## src/rtl/fir_pkg.sv

```systemverilog
// Shared definitions for the FIR register bank.
//   - Register map addresses (CTRL, STATUS, NUM_TAPS, ID, coefficient window)
//   - Bit positions inside CTRL and STATUS
//   - ID value, default coefficient count, index/tap-count widths
//   - Register-select enumeration used by the address decoder
package fir_pkg;

  localparam int N_COEF_DEF = 32;
  localparam int COEF_IDX_W = 5;
  localparam int TAPS_W     = 6;

  localparam logic [5:0] ADDR_CTRL     = 6'h00;
  localparam logic [5:0] ADDR_STATUS   = 6'h01;
  localparam logic [5:0] ADDR_NUM_TAPS = 6'h02;
  localparam logic [5:0] ADDR_ID       = 6'h03;
  localparam logic [5:0] COEF_BASE     = 6'h20;

  localparam int CTRL_ENABLE_BIT = 0;
  localparam int CTRL_START_BIT  = 1;
  localparam int STAT_BUSY_BIT   = 0;
  localparam int STAT_DONE_BIT   = 1;
  localparam int STAT_ERR_BIT    = 2;

  localparam logic [15:0] ID_VALUE = 16'hF1A0;

  typedef enum logic [2:0] {
    SEL_CTRL,
    SEL_STATUS,
    SEL_TAPS,
    SEL_ID,
    SEL_COEF,
    SEL_NONE
  } reg_sel_e;

endpackage

```

## src/rtl/fir_coef_ram.sv

```systemverilog
// Coefficient storage: one write port, two synchronous read ports.
//   clk_i      block clock
//   rst_i      synchronous active-high reset, clears every entry and both outputs
//   we_i       write enable
//   waddr_i    write index
//   wdata_i    write data
//   raddr_a_i  read-back index (register interface side)
//   rdata_a_o  read-back data, write-first: a same-cycle write is returned
//   raddr_b_i  read index (FIR core side)
//   rdata_b_o  FIR data, read-first: a same-cycle write returns the old value
module fir_coef_ram #(
  parameter int DATA_W = 16,
  parameter int DEPTH  = 32,
  parameter int IDX_W  = 5
) (
  input  logic              clk_i,
  input  logic              rst_i,
  input  logic              we_i,
  input  logic [IDX_W-1:0]  waddr_i,
  input  logic [DATA_W-1:0] wdata_i,
  input  logic [IDX_W-1:0]  raddr_a_i,
  output logic [DATA_W-1:0] rdata_a_o,
  input  logic [IDX_W-1:0]  raddr_b_i,
  output logic [DATA_W-1:0] rdata_b_o
);

  logic [DATA_W-1:0] mem_q [DEPTH];
  logic [DATA_W-1:0] rdata_a_q;
  logic [DATA_W-1:0] rdata_b_q;

  always_ff @(posedge clk_i) begin
    if (rst_i) begin
      for (int i = 0; i < DEPTH; i++) begin
        mem_q[i] <= '0;
      end
      rdata_a_q <= '0;
      rdata_b_q <= '0;
    end else begin
      if (we_i) begin
        mem_q[waddr_i] <= wdata_i;
      end
      // Read-back reports the value as stored, so bypass a colliding write.
      rdata_a_q <= (we_i && (waddr_i == raddr_a_i)) ? wdata_i : mem_q[raddr_a_i];
      rdata_b_q <= mem_q[raddr_b_i];
    end
  end

  assign rdata_a_o = rdata_a_q;
  assign rdata_b_o = rdata_b_q;

endmodule

```

## src/rtl/fir_reg_bank.sv

```systemverilog
// Register bank between the CDC write/read port and the FIR core.
//   clk_b       block clock, all logic on its rising edge
//   rst         synchronous active-high reset
//   CDC_A       register address from the CDC module
//   CDC_data    write data from the CDC module
//   CDC_wr      write strobe, may be held for several cycles per transfer
//   data_back   registered read-back of the register at CDC_A
//   fir_enable  CTRL.ENABLE
//   fir_start   one-cycle start pulse to the FIR core
//   fir_busy    FIR core busy level
//   fir_done    FIR core completion pulse
//   num_taps    active tap count, 1..N_COEF
//   coef_idx    coefficient index requested by the FIR core
//   coef_out    registered coefficient at coef_idx
module fir_reg_bank
  import fir_pkg::*;
#(
  parameter int ADDR_W = 6,
  parameter int DATA_W = 16,
  parameter int N_COEF = N_COEF_DEF
) (
  input  logic                  clk_b,
  input  logic                  rst,
  input  logic [ADDR_W-1:0]     CDC_A,
  input  logic [DATA_W-1:0]     CDC_data,
  input  logic                  CDC_wr,
  output logic [DATA_W-1:0]     data_back,
  output logic                  fir_enable,
  output logic                  fir_start,
  input  logic                  fir_busy,
  input  logic                  fir_done,
  output logic [TAPS_W-1:0]     num_taps,
  input  logic [COEF_IDX_W-1:0] coef_idx,
  output logic [DATA_W-1:0]     coef_out
);

  // Zero becomes 1, anything above N_COEF clamps to N_COEF.
  function automatic logic [TAPS_W-1:0] sat_taps(input logic [DATA_W-1:0] v);
    if (v == '0) begin
      return TAPS_W'(1);
    end else if (v > DATA_W'(N_COEF)) begin
      return TAPS_W'(N_COEF);
    end else begin
      return v[TAPS_W-1:0];
    end
  endfunction

  reg_sel_e                sel;
  logic [ADDR_W-1:0]       coef_off;
  logic [COEF_IDX_W-1:0]   coef_addr;
  logic                    commit;
  logic                    coef_we;

  logic                    wr_prev_q;
  // Set when reset sees the strobe high; holds off commits until the strobe drops.
  logic                    wr_block_q;

  logic                    enable_q, enable_d;
  logic                    done_q, done_d;
  logic                    err_q, err_d;
  logic                    start_q, start_d;
  logic                    start_err, done_clr, err_clr;
  logic [TAPS_W-1:0]       taps_q, taps_d;
  logic [DATA_W-1:0]       rd_q, rd_d;
  logic                    sel_coef_q;
  logic [DATA_W-1:0]       ram_rd_a;

  always_comb begin
    coef_off = CDC_A - ADDR_W'(COEF_BASE);
    sel      = SEL_NONE;
    if (CDC_A == ADDR_W'(ADDR_CTRL)) begin
      sel = SEL_CTRL;
    end else if (CDC_A == ADDR_W'(ADDR_STATUS)) begin
      sel = SEL_STATUS;
    end else if (CDC_A == ADDR_W'(ADDR_NUM_TAPS)) begin
      sel = SEL_TAPS;
    end else if (CDC_A == ADDR_W'(ADDR_ID)) begin
      sel = SEL_ID;
    end else if ((CDC_A >= ADDR_W'(COEF_BASE)) && (coef_off < ADDR_W'(N_COEF))) begin
      sel = SEL_COEF;
    end
  end

  assign coef_addr = COEF_IDX_W'(coef_off);
  assign commit    = CDC_wr & ~wr_prev_q & ~wr_block_q;
  assign coef_we   = commit & (sel == SEL_COEF);

  always_comb begin
    enable_d  = enable_q;
    taps_d    = taps_q;
    start_d   = 1'b0;
    start_err = 1'b0;
    done_clr  = 1'b0;
    err_clr   = 1'b0;
    if (commit) begin
      case (sel)
        SEL_CTRL: begin
          enable_d = CDC_data[CTRL_ENABLE_BIT];
          if (CDC_data[CTRL_START_BIT]) begin
            start_d   = ~fir_busy;
            start_err = fir_busy;
          end
        end
        SEL_STATUS: begin
          done_clr = CDC_data[STAT_DONE_BIT];
          err_clr  = CDC_data[STAT_ERR_BIT];
        end
        SEL_TAPS: taps_d = sat_taps(CDC_data);
        default: ;
      endcase
    end
    // Set events win over a simultaneous W1C clear.
    done_d = (done_q & ~done_clr) | fir_done;
    err_d  = (err_q & ~err_clr) | start_err;

    // Read-back is taken from next-state values so a commit returns what is stored.
    rd_d = '0;
    case (sel)
      SEL_CTRL:   rd_d[CTRL_ENABLE_BIT] = enable_d;
      SEL_STATUS: begin
        rd_d[STAT_BUSY_BIT] = fir_busy;
        rd_d[STAT_DONE_BIT] = done_d;
        rd_d[STAT_ERR_BIT]  = err_d;
      end
      SEL_TAPS:   rd_d = DATA_W'(taps_d);
      SEL_ID:     rd_d = DATA_W'(ID_VALUE);
      default:    rd_d = '0;
    endcase
  end

  // ---- register stage: control state and read-back ----
  always_ff @(posedge clk_b) begin
    if (rst) begin
      wr_prev_q  <= 1'b0;
      wr_block_q <= CDC_wr;
      enable_q   <= 1'b0;
      done_q     <= 1'b0;
      err_q      <= 1'b0;
      start_q    <= 1'b0;
      taps_q     <= TAPS_W'(N_COEF);
      rd_q       <= '0;
      sel_coef_q <= 1'b0;
    end else begin
      wr_prev_q  <= CDC_wr;
      wr_block_q <= wr_block_q & CDC_wr;
      enable_q   <= enable_d;
      done_q     <= done_d;
      err_q      <= err_d;
      start_q    <= start_d;
      taps_q     <= taps_d;
      rd_q       <= rd_d;
      sel_coef_q <= (sel == SEL_COEF);
    end
  end

  fir_coef_ram #(
    .DATA_W (DATA_W),
    .DEPTH  (N_COEF),
    .IDX_W  (COEF_IDX_W)
  ) u_coef_ram (
    .clk_i     (clk_b),
    .rst_i     (rst),
    .we_i      (coef_we),
    .waddr_i   (coef_addr),
    .wdata_i   (CDC_data),
    .raddr_a_i (coef_addr),
    .rdata_a_o (ram_rd_a),
    .raddr_b_i (coef_idx),
    .rdata_b_o (coef_out)
  );

  assign data_back  = sel_coef_q ? ram_rd_a : rd_q;
  assign fir_enable = enable_q;
  assign fir_start  = start_q;
  assign num_taps   = taps_q;

endmodule

```

## config.mk

```make
export PLATFORM = sky130hd
export DESIGN_NAME = fir_reg_bank
export DESIGN_NICKNAME = d
export VERILOG_FILES = /design/src/rtl/fir_pkg.sv /design/src/rtl/fir_coef_ram.sv /design/src/rtl/fir_reg_bank.sv
export SDC_FILE = /design/constraint.sdc
export NUM_CORES = 1
export LEC_CHECK = 0
export ABC_AREA = 1
export CORE_MARGIN = 5
export CORE_UTILIZATION = 45
export CTS_CLUSTER_DIAMETER = 150
export DETAILED_ROUTE_END_ITERATION = 10
export SETUP_SLACK_MARGIN = 0.02
export SKIP_CTS_REPAIR_TIMING = 1
export SLEW_MARGIN = 5
export SYNTH_ARGS = -nofsm -noshare
export SYNTH_HDL_FRONTEND = slang
export SYNTH_HIERARCHICAL = 1
export SYNTH_SLANG_ARGS = --single-unit
```

## constraint.sdc

```tcl
create_clock -name clk_b -period 4.6 [get_ports clk_b]
set_input_delay 0.69 -clock clk_b [delete_from_list [all_inputs] [get_ports clk_b]]
set_output_delay 0.69 -clock clk_b [all_outputs]
set_load 0.05 [all_outputs]
```

==> out/summary.txt <==
Status - finished, final reports clean
Initial antenna violation count - 1
Clock sink count - 564
Final Critical Period - 3430 ps
Crit Path Max Fanout - 17
Final net count - 3,783
Filler Cells Inserted - 6,312
Internal power - 9.33 mW
Yosys Warn Count - 6
Hold slack - 468 ps
Ys async rst share - 0
Mapped Cells - 3,812
Site row count - 95
Layout cells sized above 1 - 0.0783
Worst hold path type - flip-flop to flip-flop
Max-slew violation count - 0
Switching share of power - 0.265
CTS tree - built
Sequential Power Share - 0.463
Synth Flop Type - edfxtp_1
Root Buffer - clkbuf_16
CP dominant cell by count - nand2_1
Achievable Freq - 291 MHz
GR Layer Usage met3 - 0.0497
Final hold viol count - 0
Clk pwr share - 0.417
GRT met1 Usage - 0.389
Number of I/O port buffers - 71
Worst path required time - 3910 ps
Slowest cell on crit path - clkdlybuf4s50_1
Post-DR vias/cell - 5.81
Die Height - 270 um
Avg Cell Area, Syn - 7.98 um2
Maximum single-stage delay on the critical path - 780 ps
H-tree lvl count - 2
Sum of negative setup slack - 0 ps
All-Layer GR Usage - 0.287
Iter 0 DRT Violations - 3,438
Leakage - 13.8 nW
Slew headroom - 0.273
Clock tree buffer depth - 3
Routed len/inst - 23.3 um
Setup crit start kind - flip-flop
Post-DP Area - 0.0317 mm2
Post-Route WL - 109,000 um
Post-DP HPWL - 67,700 um
Final worst slack - 1170 ps
Comb pwr share - 0.120
Remaining Overflow, GRT - 0
Cell Chain, Critical Path - inv_1 > nand2_1 > nand2_1 > clkdlybuf4s50_1
Final instance area - 0.0339 mm2
Worst-margin pin slew - 1090 ps
Syn-to-layout area delta - 11.3%
Vias in the first global route - 25,100
Commonest non-fill, non-tap cell in the layout - nand2_1
Worst slack at placement - 941 ps
Synthesized area - 0.0304 mm2
GR peak layer - met2
# DRC - 0
Routing usage on met2 - 0.462
Finished Core Util - 0.504
Yosys reg bits - 564
Peak VDD IR - 0.000344 V
First-pass GRT wire length - 161,000 um
Syn Nets - 3,844
Setup CP Type - flip-flop to output pin
N_diodes - 0
Placer Congestion - 0.904
Full die area - 0.0729 mm2
DRT Pass-1 Iters - 8
Count of flip-flops with a built-in enable after synthesis - 512
Via count - 27,200
Most frequent cells in the layout - nand2_1, nor2_1, nand3_1
Starting Density - 0.453
Worst skew pair latency - 630 ps
Clk slew on worst S/H paths - 60 ps
Largest net degree at the start of global routing - 114
Core Region - 0.0672 mm2
Seq/Total Area, Yosys - 0.540
ANT nets after route - 0
Max_cap viols - 0
Fin crit share - 0.746
Post-synthesis cell type count - 33
Cell Pwr Density - 375 mW/mm2
RSZ-0062 raised after global routing - false
Switch Pwr - 3.37 mW
IO Count - 72
CP arrival - 2740 ps
Clock skew - 16.4 ps
Total CTS buffers - 61
Crit. End Element - output pin
Die W - 270 um
Final setup vio count - 0
==> Yosys cell counts (19+ instances only) <==
cell type,count,share of area
clkbuf_1,154,0.019
nand2_2,32,0.0066
buf_6,27,0.010
nor2_1,696,0.086
inv_1,51,0.0063
nand3_1,656,0.11
nand2_1,1206,0.15
buf_1,37,0.0046
dfxtp_1,52,0.034
edfxtp_1,512,0.51
buf_2,90,0.015
o22ai_1,19,0.0039
o21ai_0,132,0.022
a21oi_1,69,0.011
==> final timing paths <==
path,slack [ps],cells after the start,to,from
worst max-delay path,1170,4,data_back[14],sel_coef_q
worst min-delay path,470,2,err_q,err_q
worst max register to register,1840,8,u_coef_ram/mem_q[4][15],wr_prev_q
worst min register to register,470,2,err_q,err_q
==> critical path, delay by kind of cell (launching register included) <==
kind	cells	cell delay (ps)
simple gates	2	360
buf+inv	2	1050
flops	1	710
==> cells by family after synthesis <==
| logic type | after synthesis | share of synthesized area |
|---|---|---|
| AND/OR/NAND/NOR | 2633 | 0.361 |
| buffers and inverters | 365 | 0.0555 |
| XOR/XNOR | 1 | 0.000288 |
| AO/OA/AOI/OAI | 249 | 0.0434 |
| flip-flops | 564 | 0.540 |
==> registers in the layout, indices dropped and copies added (netlist names) <==
name / count
num_taps: 6
rd_q: 7
sel_coef_q: 1
u_coef_ram/rdata_b_o: 16
fir_enable: 1
u_coef_ram/rdata_a_o: 16
u_coef_ram/mem_q: 512
err_q: 1
wr_block_q: 1
fir_start: 1
wr_prev_q: 1
done_q: 1
==> power groups by stage <==
stage | sequential (mW) | combinational, mW | clock, mW
6_report | 5.88 | 1.53 | 5.29
5_1_grt | 5.90 | 1.63 | 5.54
4_1_cts | 5.87 | 1.50 | 5.33
3_5_place_dp | 5.98 | 1.49 | 0
3_3_place_gp | 5.98 | 1.49 | 0
2_1_floorplan | 5.98 | 0.876 | 0
==> per-layer routing <==
metal	vias up	share of wire
met1	12900	0.39
met3	257	0.098
met5	-	0
met2	1500	0.46
li1	12500	-
met4	0	0.045
==> stage by stage <==
| step | power (mW) | instances |
|---|---|---|
| 2_1_floorplan | 6.86 | 3812 |
| 3_3_place_gp | 7.47 | 4561 |
| 3_5_place_dp | 7.47 | 4561 |
| 4_1_cts | 12.7 | 4677 |
| 5_1_grt | 13.1 | 4677 |
| 6_report | 12.7 | 4677 |
==> layout make-up <==
type / instances / area [um2] / area share
Sequential cell: 564 / 16400 / 0.485
Multi-Input combinational cell: 2883 / 12300 / 0.364
Clock buffer: 77 / 1670 / 0.0493
Timing Repair Buffer: 185 / 1660 / 0.0490
Tap cell: 873 / 1090 / 0.0323
Clock inverter: 39 / 483 / 0.0143
Inverter: 56 / 231 / 0.00684
Power figures use the tool's default switching activity.
